[src/rtl/feeder_pkg.sv]
// Shared types and constants for the serial word feeder.
// FEEDER_PARITY_EN prepends an even-parity bit to every frame.
package feeder_pkg;

    typedef enum logic [1:0] {
        IDLE  = 2'd0,
        SHIFT = 2'd1,
        DONE  = 2'd2
    } state_t;

`ifdef FEEDER_PARITY_EN
    localparam int PARITY_BITS = 1;
`else
    localparam int PARITY_BITS = 0;
`endif

endpackage

[src/rtl/feeder_bitcnt.sv]
// Frame bit counter: clear on load, count up on inc, flag the last bit.
module feeder_bitcnt #(
    parameter int CW   = 3,
    parameter int LAST = 3
) (
    input  logic clk,
    input  logic rstn,
    input  logic i_load,
    input  logic i_inc,
    output logic o_tc
);

    logic [CW-1:0] r_cnt;

    always_ff @(posedge clk or negedge rstn) begin
        if (!rstn) begin
            r_cnt <= '0;
        end else if (i_load) begin
            r_cnt <= '0;
        end else if (i_inc) begin
            r_cnt <= r_cnt + 1'b1;
        end
    end

    assign o_tc = (r_cnt == CW'(LAST));

endmodule

[src/rtl/serial_word_feeder.sv]
// Serialises parallel words into d/en/dir for a downstream shift register.
// Build option FEEDER_PARITY_EN sends an even-parity bit ahead of the data.
module serial_word_feeder
    import feeder_pkg::*;
#(
    parameter int WIDTH = 4
) (
    input  logic             clk,
    input  logic             rstn,
    input  logic             in_valid,
    input  logic [WIDTH-1:0] in_data,
    input  logic             in_dir,
    output logic             in_ready,
    output logic             d,
    output logic             en,
    output logic             dir,
    output logic             done
);

    localparam int N  = WIDTH + PARITY_BITS;
    localparam int CW = $clog2(WIDTH + 1);

    state_t           r_state, w_nstate;
    logic [WIDTH-1:0] r_sh, w_sh;
    logic             r_ready, w_ready;
    logic             r_d, w_d;
    logic             r_en, w_en;
    logic             r_dir, w_dir;
    logic             r_done, w_done;
    logic             w_load, w_inc, w_tc;
    logic             w_accept;

    feeder_bitcnt #(
        .CW   (CW),
        .LAST (N - 1)
    ) u_bitcnt (
        .clk    (clk),
        .rstn   (rstn),
        .i_load (w_load),
        .i_inc  (w_inc),
        .o_tc   (w_tc)
    );

    assign w_accept = (r_state == IDLE) && r_ready && in_valid;

    always_comb begin
        w_nstate = r_state;
        w_sh     = r_sh;
        w_ready  = 1'b0;
        w_d      = 1'b0;
        w_en     = 1'b0;
        w_dir    = r_dir;
        w_done   = 1'b0;
        w_load   = 1'b0;
        w_inc    = 1'b0;
        unique case (r_state)
            IDLE: begin
                w_ready = 1'b1;
                if (w_accept) begin
                    w_nstate = SHIFT;
                    w_ready  = 1'b0;
                    w_load   = 1'b1;
                    w_en     = 1'b1;
                    w_dir    = in_dir;
`ifdef FEEDER_PARITY_EN
                    w_d  = ^in_data;
                    w_sh = in_data;
`else
                    // first data bit goes out now; keep the rest queued
                    w_d  = in_dir ? in_data[0] : in_data[WIDTH-1];
                    w_sh = in_dir ? (in_data >> 1) : (in_data << 1);
`endif
                end
            end
            SHIFT: begin
                if (w_tc) begin
                    w_nstate = DONE;
                    w_done   = 1'b1;
                end else begin
                    w_inc = 1'b1;
                    w_en  = 1'b1;
                    w_d   = r_dir ? r_sh[0] : r_sh[WIDTH-1];
                    w_sh  = r_dir ? (r_sh >> 1) : (r_sh << 1);
                end
            end
            DONE: begin
                w_nstate = IDLE;
                w_ready  = 1'b1;
            end
            default: begin
                w_nstate = IDLE;
            end
        endcase
    end

    always_ff @(posedge clk or negedge rstn) begin
        if (!rstn) begin
            r_state <= IDLE;
            r_sh    <= '0;
            r_ready <= 1'b0;
            r_d     <= 1'b0;
            r_en    <= 1'b0;
            r_dir   <= 1'b0;
            r_done  <= 1'b0;
        end else begin
            r_state <= w_nstate;
            r_sh    <= w_sh;
            r_ready <= w_ready;
            r_d     <= w_d;
            r_en    <= w_en;
            r_dir   <= w_dir;
            r_done  <= w_done;
        end
    end

    assign in_ready = r_ready;
    assign d        = r_d;
    assign en       = r_en;
    assign dir      = r_dir;
    assign done     = r_done;

endmodule

[config.mk]
export PLATFORM = sky130hd
export DESIGN_NAME = serial_word_feeder
export DESIGN_NICKNAME = d
export VERILOG_FILES = /design/src/rtl/feeder_pkg.sv /design/src/rtl/feeder_bitcnt.sv /design/src/rtl/serial_word_feeder.sv
export SDC_FILE = /design/constraint.sdc
export NUM_CORES = 1
export LEC_CHECK = 0
export ABC_AREA = 1
export CELL_PAD_IN_SITES_DETAIL_PLACEMENT = 1
export CELL_PAD_IN_SITES_GLOBAL_PLACEMENT = 2
export CORE_MARGIN = 5
export CORE_UTILIZATION = 31
export DETAILED_ROUTE_END_ITERATION = 6
export DONT_BUFFER_PORTS = 1
export PLACE_DENSITY_LB_ADDON = 0.05
export SYNTH_ARGS = -nofsm -noshare
export SYNTH_HDL_FRONTEND = slang
export SYNTH_SLANG_ARGS = --single-unit
[constraint.sdc]
create_clock -name clk -period 1.3 [get_ports clk]
set_clock_uncertainty 0.05 [all_clocks]
set_input_delay 0.195 -clock clk [delete_from_list [all_inputs] [get_ports clk]]
set_output_delay 0.195 -clock clk [all_outputs]
set_load 0.005 [all_outputs]
After elaboration in Yosys (flattened, before gate mapping)
Index checks and enable logic that the tools add are counted.
{"block": "word_totals", "in_bits": 8, "elab_cells": 47, "regBits": 14, "output_inout_bits": 5}
{"block": "classes", "reduce_logical": 8, "add_sub_neg": 1, "muxes": 24, "eq_ne": 6}
{"cell": "$mux 4", "n": 4}
{"cell": "$mux 1", "n": 11}
{"cell": "$pmux 4 s2", "n": 1}
{"cell": "$mux 3", "n": 2}
{"cell": "$pmux 1 s2", "n": 3}
{"cell": "$mux 2", "n": 2}
{"cell": "$ne 2x2->1 const B", "n": 2}
{"cell": "$pmux 2 s2", "n": 1}
{"cell": "$reduce_and 2->1", "n": 2}
{"cell": "$reduce_bool 2->1", "n": 2}
{"cell": "$add 3x1->3 const B", "n": 1}
{"cell": "$eq 3x2->1 const B", "n": 1}
{"cell": "$reduce_and 3->1", "n": 1}
{"cell": "$eq 2x1->1 const B", "n": 1}
{"cell": "$eq 2x2->1 const B", "n": 1}
{"cell": "$logic_and 1x1->1", "n": 2}
{"cell": "$logic_not 2->1", "n": 1}
{"cell": "$ne 2x1->1 const B", "n": 1}

Logic depth before layout (Yosys ltp)
{"block": "depth", "word_depth": 6, "ltp_mapped": 7, "ltp_nobuf": 7}

Cells and area by module
From an unflattened synthesis, not the netlist that was laid out.
{"block": "unflattened", "hier_cells": 92, "area_unflattened_um2": 733.2}
{"module": "serial_word_feeder", "cells_per_inst": 73, "instances": 1, "seq_area_each_um2": 275.3, "area_each_um2": 574.3}
{"module": "feeder_bitcnt", "cells_per_inst": 19, "instances": 1, "seq_area_each_um2": 75.1, "area_each_um2": 158.9}

Worst setup path after synthesis
Ideal clock, no wire load.
{"block": "synth_path", "path_type": "flip-flop to flip-flop", "start": "register u_bitcnt.r_cnt[0]", "end": "register u_bitcnt.r_cnt[0]", "stages_incl_launch_ff": 7, "required_time_ps": 1129, "t_arrival_ps": 1114, "synth_period_minus_slack_ps": 1284, "setup_ps": 121, "n_path_buf": 0, "slack_ps": 16, "path_cell_list": "dfrtp_1 > ha_1 > ha_1 > inv_1 > nand2_4 > nand2_4 > o21ai_1"}
{"block": "synth_between", "elab_chain_cells": 4, "elab_cells_between_ends": 7, "classes_between": "add/sub (1); eq/ne (1); mux (4); reduce/logical (1)"}
{"item": "from (decl)", "line": "feeder_bitcnt.sv:13", "text": "logic [CW-1:0] r_cnt;"}
{"item": "from (signal assigned)", "line": "feeder_bitcnt.sv:21", "text": "r_cnt <= r_cnt + 1'b1;"}
{"item": "branches (longest 4 deep; another with $add 3x1->3)"}
Parallel ways; which one is timed is not known. The select of a mux whose other input is x is not followed.
A chain may end at the register's enable or synchronous reset.

Final worst setup path
Ends and elaborated chain as after synthesis.

==> summary.json <==
{
  "number_of_cells_after_detailed_placement": 117,
  "remaining_antenna_violation_count_after_routing": 0,
  "worst_setup_end_kind": "flip-flop",
  "post-synth-top-area-fraction_pct": 48.7,
  "r2r_cells": 6,
  "numCtsBuffers": 3,
  "r2r_slack_ns": 0.06,
  "io_buffer_count": 0,
  "die_area_sq_um": 3380,
  "worst_hold_path.endpoint": "d",
  "yosysUniqueCellTypes": 17,
  "ys_seq_elements": 14,
  "finalMaxSlewViolations": 0,
  "timing.hold.worst.start": "in_dir",
  "simple_logic_cell_fraction_of_the_synthesized_area_pct": 35.7,
  "final.fill_count": 276,
  "grt_pass1_wl_um": 2870,
  "number_of_drc_violations_after_detailed_routing": 0,
  "clock_sink_count": 14,
  "die_h_um": 58.2,
  "die_x_um": 58.2,
  "irDropWorstVdd_uv": 1120,
  "final_min_period_over_clock_period_pct": 95.6,
  "fin_hold_ws_ns": 0.0944,
  "synthTopCellsByArea": "dfrtp_1 (49%), nand2_1 (17%), nand3_1 (9.0%), inv_1 (5.7%), ha_1 (3.5%)",
  "clockRootBuffer": "clkbuf_4",
  "synth_top_family_by_area": "simple AND/OR/NAND/NOR gates",
  "drt_wl_total_um": 1620,
  "crit_required_ns": 1.41,
  "final_hold_viol_count": 0,
  "synth_largest_area_cell": "dfrtp_1",
  "htree_levels": 1,
  "rr_startpoint": "u_bitcnt.r_cnt[0]",
  "overflow": 0,
  "path_clk_slew_ns": 0.07,
  "tritoncts": "done",
  "layout_area_growth_over_synthesis_pct": 15.0,
  "synth.yosys.warnings": 0,
  "detailedPlacementHpwl_um": 1210,
  "grt_max_degree": 15,
  "p_per_area_nw_per_um2": 2290,
  "yosysSeqAreaShare_pct": 48.7,
  "multiplexer_fraction_of_the_synthesized_cell_area_pct": 0,
  "rsz_0062_raised_after_global_routing": "yes",
  "synth_compound_area_share_pct": 4.35,
  "clock.fmax_mhz": 805,
  "routed-via-count": 576,
  "leakagePower_nw": 0.437,
  "groute.usage.overall_pct": 11.4,
  "worst_skew_pair.late_latency_ns": 0.27,
  "post_synth_fa_ha_maj_area_fraction_pct": 3.48,
  "cp_class": "flip-flop to flip-flop",
  "synth_xor_area_share_pct": 0,
  "worstHoldPathCells": 3,
  "synth.avg_cell_area_sq_um": 8.08,
  "first_iter_violations": 10,
  "finalCriticalPeriod_ns": 1.24,
  "antennaDiodeCount": 0,
  "maxCapViolations": 0,
  "io_pins": 13,
  "vias_per_cell": 4.68,
  "maxSlewHeadroom_pct": 58.0,
  "wl_cell_um": 13.1,
  "grt_pass1_vias": 624,
  "syn-cell-area_sq_um": 719,
  "worstPathArrival_ns": 1.36,
  "post_synth_inst_count": 89,
  "worstReg2RegEnd": "u_bitcnt.r_cnt[0]",
  "timing.critical_path.from_type": "flip-flop",
  "final-instance-count-excl-fill": 123,
  "finalPower_mw": 1.89,
  "rows": 17,
  "run_status": "complete, no violations",
  "mappedNetlistNets": 99,
  "initial_antenna_violation_count": 0,
  "tightest_slew_ns": 0.627,
  "worst_hold_path_type": "input port to flip-flop",
  "layout-drive-gt1-share_pct": 20.0,
  "seqCellArea_sq_um": 350,
  "first_pass_iters": 4,
  "multi_input_area_sq_um": 347,
  "critical_path_peak_fanout": 6,
  "starting_density_of_the_core_pct": 32.5,
  "nets": 107,
  "layout_utilization_pct": 37.4,
  "setup_violators_final": 0,
  "fp.coreArea_sq_um": 2210,
  "finalWeightedCongestion": 0.707,
  "max-clock-path-buffers": 2
}
## final cells by class
cell class / count / area share, %
well taps: 28 / 4.24
repair buffers: 3 / 3.03
clock buffers: 3 / 2.72
multi-input cells: 63 / 41.9
flip-flops and latches: 14 / 42.4
inverters: 12 / 5.75
## cells in the final DEF, fill, tap and decap left out
| cell | count |
|---|---|
| nand2_1 | 30 |
| dfrtp_1 | 14 |
| nand3_1 | 13 |
| inv_1 | 10 |
| nor2_1 | 4 |
| nand2_2 | 3 |
| clkbuf_4 | 3 |
| nand2_4 | 2 |
| o21ai_1 | 2 |
| buf_4 | 2 |
| or2_2 | 1 |
| nor2_2 | 1 |
| o211ai_1 | 1 |
| nand3_4 | 1 |
| o21ai_0 | 1 |
| inv_4 | 1 |
| inv_2 | 1 |
| nor2_4 | 1 |
| o21ai_2 | 1 |
| ha_2 | 1 |
| ha_4 | 1 |
| dlygate4sd3_1 | 1 |
## metal layers
layer  wire, um  share of wire [%]  global-route usage (%)
met1        765                 47                    14.8
met2        747                 46                    17.3
met3        104                6.4                    5.57
met4          0                  0                    1.99
met5          0                  0                       0
## cell usage after synthesis
master and number:
nand2_1 32, dfrtp_1 14, nand3_1 13, inv_1 11
nor2_1 4, ha_1 2, nand2_4 2, o21ai_1 2
buf_6 1, inv_2 1, nand3_2 1, nor2_2 1
nor2_4 1, o211ai_1 1, o21ai_0 1, o21ai_2 1
or2_2 1
## repair_timing
action / 4_1_cts / 5_1_grt
pin swaps: 2 / 1
buffers inserted: 1 / 0
hold endpoints to repair: 14 / 0
setup endpoints to repair: 7 / 10
hold buffers: 1 / 0
gates resized for setup: 3 / 5
gates cloned: 1 / 0
## stage by stage
stage                     area (sq um)  setup TNS [ns]  worst slack (ns)
after floorplan                    719               0            0.0156
after CTS                          802               0           0.00570
after global routing               827         -0.0756           -0.0261
after global placement             751          -0.301           -0.0639
after detailed placement           751          -0.401           -0.0908
final                              827               0            0.0575
## cells by family (layout without fill, tap and decap cells)
logic type	count (synthesis)	in the layout
buffers and inverters	13	18
flip-flops	14	14
AO/OA/AOI/OAI	5	5
AND/OR/NAND/NOR	55	56
adder cells (fa/ha/maj)	2	2
## where the power goes
group | total, mW | switching (mW) | internal, mW
Sequential | 0.772 | 0.155 | 0.617
Combinational | 0.888 | 0.558 | 0.331
Clock | 0.232 | 0.124 | 0.107
Total | 1.89 | 0.838 | 1.05
## flip-flops by register name, indices dropped and copies added (netlist names)
| register | count |
|---|---|
| in_ready | 1 |
| done | 1 |
| r_sh | 4 |
| d | 1 |
| r_state | 2 |
| en | 1 |
| u_bitcnt.r_cnt | 3 |
| dir | 1 |
## worst max-delay path by stage
stage,start,end,cells after the start
final,u_bitcnt.r_cnt[0],u_bitcnt.r_cnt[0],6
after floorplan,u_bitcnt.r_cnt[0],u_bitcnt.r_cnt[0],6
after global routing,u_bitcnt.r_cnt[0],r_sh[1],7
after global placement,u_bitcnt.r_cnt[0],r_sh[3],7
after detailed placement,u_bitcnt.r_cnt[0],r_sh[3],7
after CTS,u_bitcnt.r_cnt[0],r_sh[3],7
## critical path, stage by stage (launching register included)
cell and delay (ns):
dfrtp_1 0.39, ha_2 0.20, ha_4 0.17, inv_4 0.07, nand2_4 0.07, nand2_4 0.12
o21ai_1 0.07
No activity file was read; power rests on OpenSTA's default activity.
